===== config.mk =====
export PLATFORM = sky130hd
export DESIGN_NAME = cordic_iter_seq
export DESIGN_NICKNAME = d
export VERILOG_FILES = /design/src/rtl/cordic_iter_seq.sv
export SDC_FILE = /design/constraint.sdc
export NUM_CORES = 1
export LEC_CHECK = 0
export CELL_PAD_IN_SITES_DETAIL_PLACEMENT = 0
export CELL_PAD_IN_SITES_GLOBAL_PLACEMENT = 1
export CORE_MARGIN = 4
export CORE_UTILIZATION = 33
export CTS_CLUSTER_SIZE = 40
export DETAILED_ROUTE_END_ITERATION = 8
export PLACE_DENSITY = 0.86
export SETUP_SLACK_MARGIN = 0.05
export SLEW_MARGIN = 20
export SYNTH_ARGS = -nofsm -noshare
export SYNTH_HDL_FRONTEND = slang
export SYNTH_SLANG_ARGS = --single-unit
export TNS_END_PERCENT = 5

===== constraint.sdc =====
create_clock -name clk -period 2.45 [get_ports clk]
set_input_delay 0.245 -clock clk [delete_from_list [all_inputs] [get_ports clk]]
set_output_delay 0.245 -clock clk [all_outputs]
set_load 0.02 [all_outputs]

===== src/rtl/cordic_iter_seq.sv =====
// Iteration sequencer for a CORDIC datapath: issues shift indices 0..N_ITER-1, with optional repeats.
// Define CORDIC_SEQ_REPEAT_EN to enable the per-index repeat of shift indices 0..5.
module cordic_iter_seq #(
   parameter int N_ITER = 16
) (
   input  logic       clk,
   input  logic       rst_n,
   input  logic       start,
   input  logic [3:0] sel,
   output logic [3:0] sel_out,
   input  logic       r0,
   input  logic       r1,
   input  logic       r2,
   input  logic       r3,
   input  logic       r4,
   input  logic       r5,
   output logic       load,
   output logic       iter_en,
   output logic [3:0] iter_idx,
   output logic       rep,
   output logic       busy,
   output logic       done,
   output logic [4:0] step_cnt
);

   typedef enum logic [2:0] {
      S_IDLE,
      S_LOAD,
      S_ITER,
      S_REPEAT,
      S_DONE
   } state_t;

   localparam logic [3:0] LAST_IDX = 4'(N_ITER - 1);

`ifdef CORDIC_SEQ_REPEAT_EN
   localparam logic [5:0] REP_ALLOW = 6'h3F;
`else
   localparam logic [5:0] REP_ALLOW = 6'h00;
`endif

   state_t     state;
   state_t     state_nx;
   logic [5:0] mask;
   logic [7:0] mask_ext;
   logic [3:0] idx;
   logic       rep_hit;
   logic       at_last;

   // Only indices 0..5 can repeat; the two padding bits keep the select in range.
   assign mask_ext = {2'b00, mask};
   assign rep_hit  = (idx <= 4'd5) && mask_ext[idx[2:0]];
   assign at_last  = (idx == LAST_IDX);

   // NOTE: every always_comb output gets a default first so no path leaves it unassigned (no latch).
   always_comb begin
      state_nx = state;
      case (state)
         S_IDLE:   if (start) state_nx = S_LOAD;
         S_LOAD:   state_nx = S_ITER;
         S_ITER: begin
            if (rep_hit)      state_nx = S_REPEAT;
            else if (at_last) state_nx = S_DONE;
            else              state_nx = S_ITER;
         end
         S_REPEAT: state_nx = at_last ? S_DONE : S_ITER;
         S_DONE:   state_nx = S_IDLE;
         default:  state_nx = S_IDLE;
      endcase
   end

   // NOTE: state is updated with non-blocking assignments so every register samples pre-edge values.
   always_ff @(posedge clk or negedge rst_n) begin
      if (!rst_n) begin
         state    <= S_IDLE;
         sel_out  <= '0;
         mask     <= '0;
         idx      <= '0;
         step_cnt <= '0;
      end else begin
         state <= state_nx;
         case (state)
            S_IDLE: begin
               if (start) begin
                  sel_out  <= sel;
                  step_cnt <= '0;
               end
            end
            S_LOAD: begin
               mask <= {r5, r4, r3, r2, r1, r0} & REP_ALLOW;
               idx  <= '0;
            end
            S_ITER: begin
               step_cnt <= step_cnt + 5'd1;
               if (!rep_hit && !at_last) idx <= idx + 4'd1;
            end
            S_REPEAT: begin
               step_cnt <= step_cnt + 5'd1;
               if (!at_last) idx <= idx + 4'd1;
            end
            default: ;
         endcase
      end
   end

   // Strobes are pure state decodes, so reset clears them at once.
   assign load     = (state == S_LOAD);
   assign iter_en  = (state == S_ITER) || (state == S_REPEAT);
   assign rep      = (state == S_REPEAT);
   assign busy     = (state == S_LOAD) || (state == S_ITER) || (state == S_REPEAT);
   assign done     = (state == S_DONE);
   assign iter_idx = idx;

endmodule


**Yosys cells after proc, flatten, opt, wreduce, memory -nomap -nowiden**

Memories as Yosys holds them, arrays and structs flattened.
Cells that the tools add are included.

- Register bits: 16
- ROM bits: 8
- Bits of input ports: 13
- Logic and storage cells: 41
- Memories kept: 1

Memory list:

| name | depth | bits a word | rd ports | clocked after Yosys merged registers in | wr ports | line | RTL |
|---|---|---|---|---|---|---|---|
| (name not given) | 8 | 1 | 1 | 0 | 0 | 52 | `assign rep_hit = (idx <= 4'd5) && mask_ext[idx[2:0]];` |

- $add $sub $neg: 2
- $lt $le $gt $ge: 2
- Eq/ne operators: 8
- Mux-type cells: 10
- Reduce and logical (&&, ||, !) cells: 14

Operators by type and width:

| cell | count |
|---|---|
| 3-bit case mux with 4 select lines | 1 |
| 4-bit case mux with 3 select lines | 1 |
| 5-bit case mux with 2 select lines | 1 |
| 3-bit two-way mux | 3 |
| 4-bit two-way mux | 2 |
| 3-bit by 2-bit equality test with 1-bit output, second input constant | 2 |
| 2-bit != test, second input constant | 3 |
| 5-bit by 1-bit adder with 5-bit output, second input constant | 1 |
| 5-bit two-way mux | 1 |
| 4-bit by 1-bit adder with 4-bit output, second input constant | 1 |
| 4-bit equality test, second input constant | 1 |
| 4-bit by 3-bit <= comparator with 1-bit output, second input constant | 1 |
| 3-bit by 4-bit < comparator with 1-bit output, second input constant | 1 |
| 2-bit AND reduction | 2 |
| 3-bit by 1-bit equality test with 1-bit output, second input constant | 1 |
| 3-bit equality test, second input constant | 1 |
| 3-bit zero test | 1 |
| 1-bit logical OR | 3 |
| 3-bit AND reduction | 1 |
| 3-bit nonzero test | 1 |
| 1-bit logical AND | 2 |
| 1-bit zero test | 2 |
| 2-bit nonzero test | 1 |
| 2-bit OR reduction | 1 |
| 1-bit two-way mux | 1 |

**Logic depth before layout (Yosys ltp)**

- Depth after elaboration: 7
- Mapped depth: 5

**Worst setup path before layout**

Ideal clock, no wire load.

- Path kind: register -> register
- Start point: register idx[0], in the netlist iter_idx[0]
- End point: register idx[1], in the netlist iter_idx[1]
- Data arrival time: 1.310 ns
- Required time: 2.329 ns
- Setup slack: 1.019 ns
- Cell stages (with the launch flop): 5
- Path buffers: 0
- Period minus slack after synthesis: 1.431 ns
- Path through: dfrtp_1 > ha_1 > and3_1 > a22o_1 > a22o_1

- Cells in the longest elaborated chain, start to end: 7
- Elaborated cells on any way between the ends: 15
- Those cells by class: 1 x add/sub; 1 x order compare; 3 x eq/ne; 4 x mux; 5 x reduce/logical; 1 x memory

RTL lines:

| element | line | RTL |
|---|---|---|
| start, declared | 46 | `logic [3:0] idx;` |
| start signal, assigned | 95 | `if (!rep_hit && !at_last) idx <= idx + 4'd1;` |
| start signal, assigned | 99 | `if (!at_last) idx <= idx + 4'd1;` |
| memory 8 x 1 bit | n/a |  |
| 1-bit two-way mux (not written as such) | 52 |  |
| 1-bit logical AND | 52 |  |
| 1-bit zero test | 95 |  |
| 1-bit logical AND | 95 |  |
| 2-bit != test (no source line) | n/a |  |
| 3-bit AND reduction (no source line) | n/a |  |

Parallel ways exist; a longest one is shown, timed or not. The select of a mux whose other input is x is not followed.
A chain may end at the register's enable or synchronous reset.

**Worst setup path after layout**

- Start point: register state[2]
- End point: output rep

- Cells in the longest elaborated chain, start to end: 1

RTL lines:

| element | line | RTL |
|---|---|---|
| start, declared | 42 | `state_t state;` |
| start signal, assigned | 81 | `state <= state_nx;` |
| 3-bit by 2-bit equality test with 1-bit output | 109 | `assign rep = (state == S_REPEAT);` |
| end, declared | 20 | `output logic rep,` |

No other way between the ends.

==> results.yml <==
outcome:
  status: "finished clean"
die:
  die_x_um: 56.3
  floorplan.initialDensity_pct: 34.7
  rows: 17
  io_pins: 31
  fp.dieArea_um2: 3160
  die_h_um: 56.3
  core-area_um2: 2210
timing:
  setup_violations: 0
  fin_crit_ps: 2150
  rsz0062_at_grt: "false"
  finalSetupTns_ps: 0
  slew_headroom_pct: 53.7
  max_freq_mhz: 465
  hold_violations: 0
  fin_crit_sh_pct: 87.7
  hold_ws_ps: 366
  slew_violations: 0
  tightest_slew_ps: 692
  skew_ps: 2.75
power_and_ir_drop:
  ir_drop_v: 0.000671
  p_leak_uw: 0.000437
  power_density_nw_per_um2: 1430
clock_tree:
  cts_tree: "built"
  postCtsSetupRepairBufs: 0
  clock_latency_ps: 290
  h-tree-depth: 1
  hold_buffers: 0
  clkSlewWorstSetupHoldPaths_ps: 90
  cts_buffers: 3
  clockRootBuffer: "clkbuf_4"
  clk_path_buf_depth: 2
  cts_sinks: 16
  cts_resized: 0
logic_synthesis:
  synth_compound_area_share_pct: 12.5
  ys_seq_area_share_pct: 52.1
  yosys.area.top_type: "dfrtp_1"
  synth_area_um2: 768
  async_reset_ff_share_pct: 100
  synthMuxAreaShare_pct: 7.33
  yosys_warnings: 0
  synth_simple_gate_area_share_pct: 18.4
  synth-edff-count: 0
  synthAdderAreaFrac_pct: 3.26
  ys_types: 25
  syn_inst: 71
  synthTopCellsByCount: "dfrtp_1 (16), nand2_1 (6)"
  syn-num-nets: 86
  synthTopCellsByArea: "dfrtp_1 (52%), mux2_2 (7.3%), a21oi_1 (3.3%)"
  yosysMostFrequentCell: "dfrtp_1"
  synth_ff_type: "dfrtp_1"
  postSynthAreaPerCell_um2: 10.8
  synthXorXnorAreaFrac_pct: 2.28
  synth_top_area_share_pct: 52.1
  synth_top_family_by_area: "simple AND/OR/NAND/NOR gates"
  ys_seq_elements: 16
place:
  routabilityCongestion: 0.719
  dp_hpwl_um: 1250
  port_buffers: 24
worst_setup_path:
  r2r_setup_slack_ps: 820
  crit_type: "register to output port"
  cp-end-kind: "output port"
  reg2regPathDepth: 3
  critPathTopFamily: "buffers and inverters"
  worstPathMaxFanout: 7
  critPathMaxStageDelay_ps: 610
  crit-reg2reg-launch: "state[1]"
  arrival_ps: 1900
  crit_slowest_cell: "clkdlybuf4s50_1"
  path_cells: "nand2b_1 -> inv_1 -> and2_1 -> clkdlybuf4s50_1"
  start_kind: "register"
  cp.required_ps: 2200
  r2r_end: "step_cnt[0]"
  cp_num_buf_inv: 2
global_routing:
  grt_usage_pct: 11.4
  grt_pass1_vias: 658
  overflow: 0
  antenna_found_initial: 0
  grt_max_degree: 17
  grt_pass1_wl_um: 2880
job:
  cap_violations: 0
detailed_routing:
  drcViolationCount: 0
  wirelength_um: 1670
  firstDrtPassIters: 4
  via_per_inst: 5.21
  vias: 651
  drtIter0Drc: 10
  detail-route-antenna-nets: 0
  wl_per_cell_um: 13.4
final_layout:
  final_nets: 114
  area_delta_synth_final_pct: 37.6
  drive_above_1_share_pct: 11.3
  diodes: 0
worst_hold_path:
  hold_class: "primary input to asynchronous set/reset pin"
==> worst max path at each step <==
stage                           start          end  cells after the start
after floorplan           iter_idx[0]  iter_idx[1]                      4
after global placement       state[1]          rep                      4
after detailed placement     state[1]          rep                      4
after CTS                    state[1]          rep                      4
after global routing         state[1]          rep                      4
final                        state[2]          rep                      4
==> metrics by stage <==
stage	std cells	worst slack (ps)	power [uW]	utilization [%]	cell area (um^2)
after floorplan	71	1020	1030	-	768
after global placement	122	648	1360	46.8	1030
after detailed placement	122	651	1380	46.8	1030
after CTS	125	320	1520	47.8	1060
after global routing	125	180	1630	47.8	1060
final	125	301	1510	47.8	1060
==> final cells by class <==
class / count / area [um^2]
fill: 217 / 1150
multi-input combinational: 49 / 337
inverter: 4 / 15.0
clock buffer: 3 / 22.5
sequential: 16 / 400
tap: 28 / 35.0
timing repair buffer: 25 / 248
==> state kept, by name, indices dropped and copies added, names as in the netlist <==
signal,flops
iter_idx,4
step_cnt,5
sel_out,4
state,3
==> per-layer routing <==
layer,track usage (%),part of all wire [%],vias to the layer above
met5,0,0,-
met2,18.5,44,35
li1,-,-,308
met3,3.68,7.9,7
met1,13.8,45,301
met4,5.08,2.2,0
==> worst register-to-register path: stages (launching register included) <==
cell and delay (ps):
dfrtp_1 510, nor4b_4 600, nor2_1 120, mux2_2 290
==> cells by family (layout without fill, tap and decap cells) <==
family,Yosys count,in the layout
AOI/OAI and AO/OA,15,15
xor gates and xnor gates,2,2
adders and majority gates,2,2
buffers and inverters,6,32
DFF,16,16
muxes,5,5
and+or+nand+nor,25,25
==> cell usage in the layout (no fill, tap or decap), drive strengths merged <==
cell type | synthesis | layout
a21oi | 5 | 5
a22o | 2 | 2
a31oi | 1 | 1
and2 | 1 | 1
and3 | 1 | 1
buf | 2 | 1
clkbuf | 0 | 3
clkdlybuf4s50 | 0 | 24
dfrtp | 16 | 16
ha | 2 | 2
inv | 4 | 4
mux2 | 5 | 5
nand2 | 6 | 6
nand2b | 2 | 2
nand3 | 5 | 5
nor2 | 2 | 2
nor3 | 5 | 5
nor4 | 1 | 1
nor4b | 1 | 1
o21a | 1 | 1
o21ai | 2 | 2
o21ba | 1 | 1
o21bai | 1 | 1
o22ai | 2 | 2
or3 | 1 | 1
xor2 | 2 | 2
==> power by group <==
part / total (uW) / internal [uW] / switching, uW / leakage [uW]
sequential: 532 / 389 / 143 / 0.000194
clock: 140 / 57.2 / 82.5 / 0.0000138
combinational: 842 / 430 / 412 / 0.000230
total: 1510 / 876 / 637 / 0.000437
(Power assumes the default switching activity.)
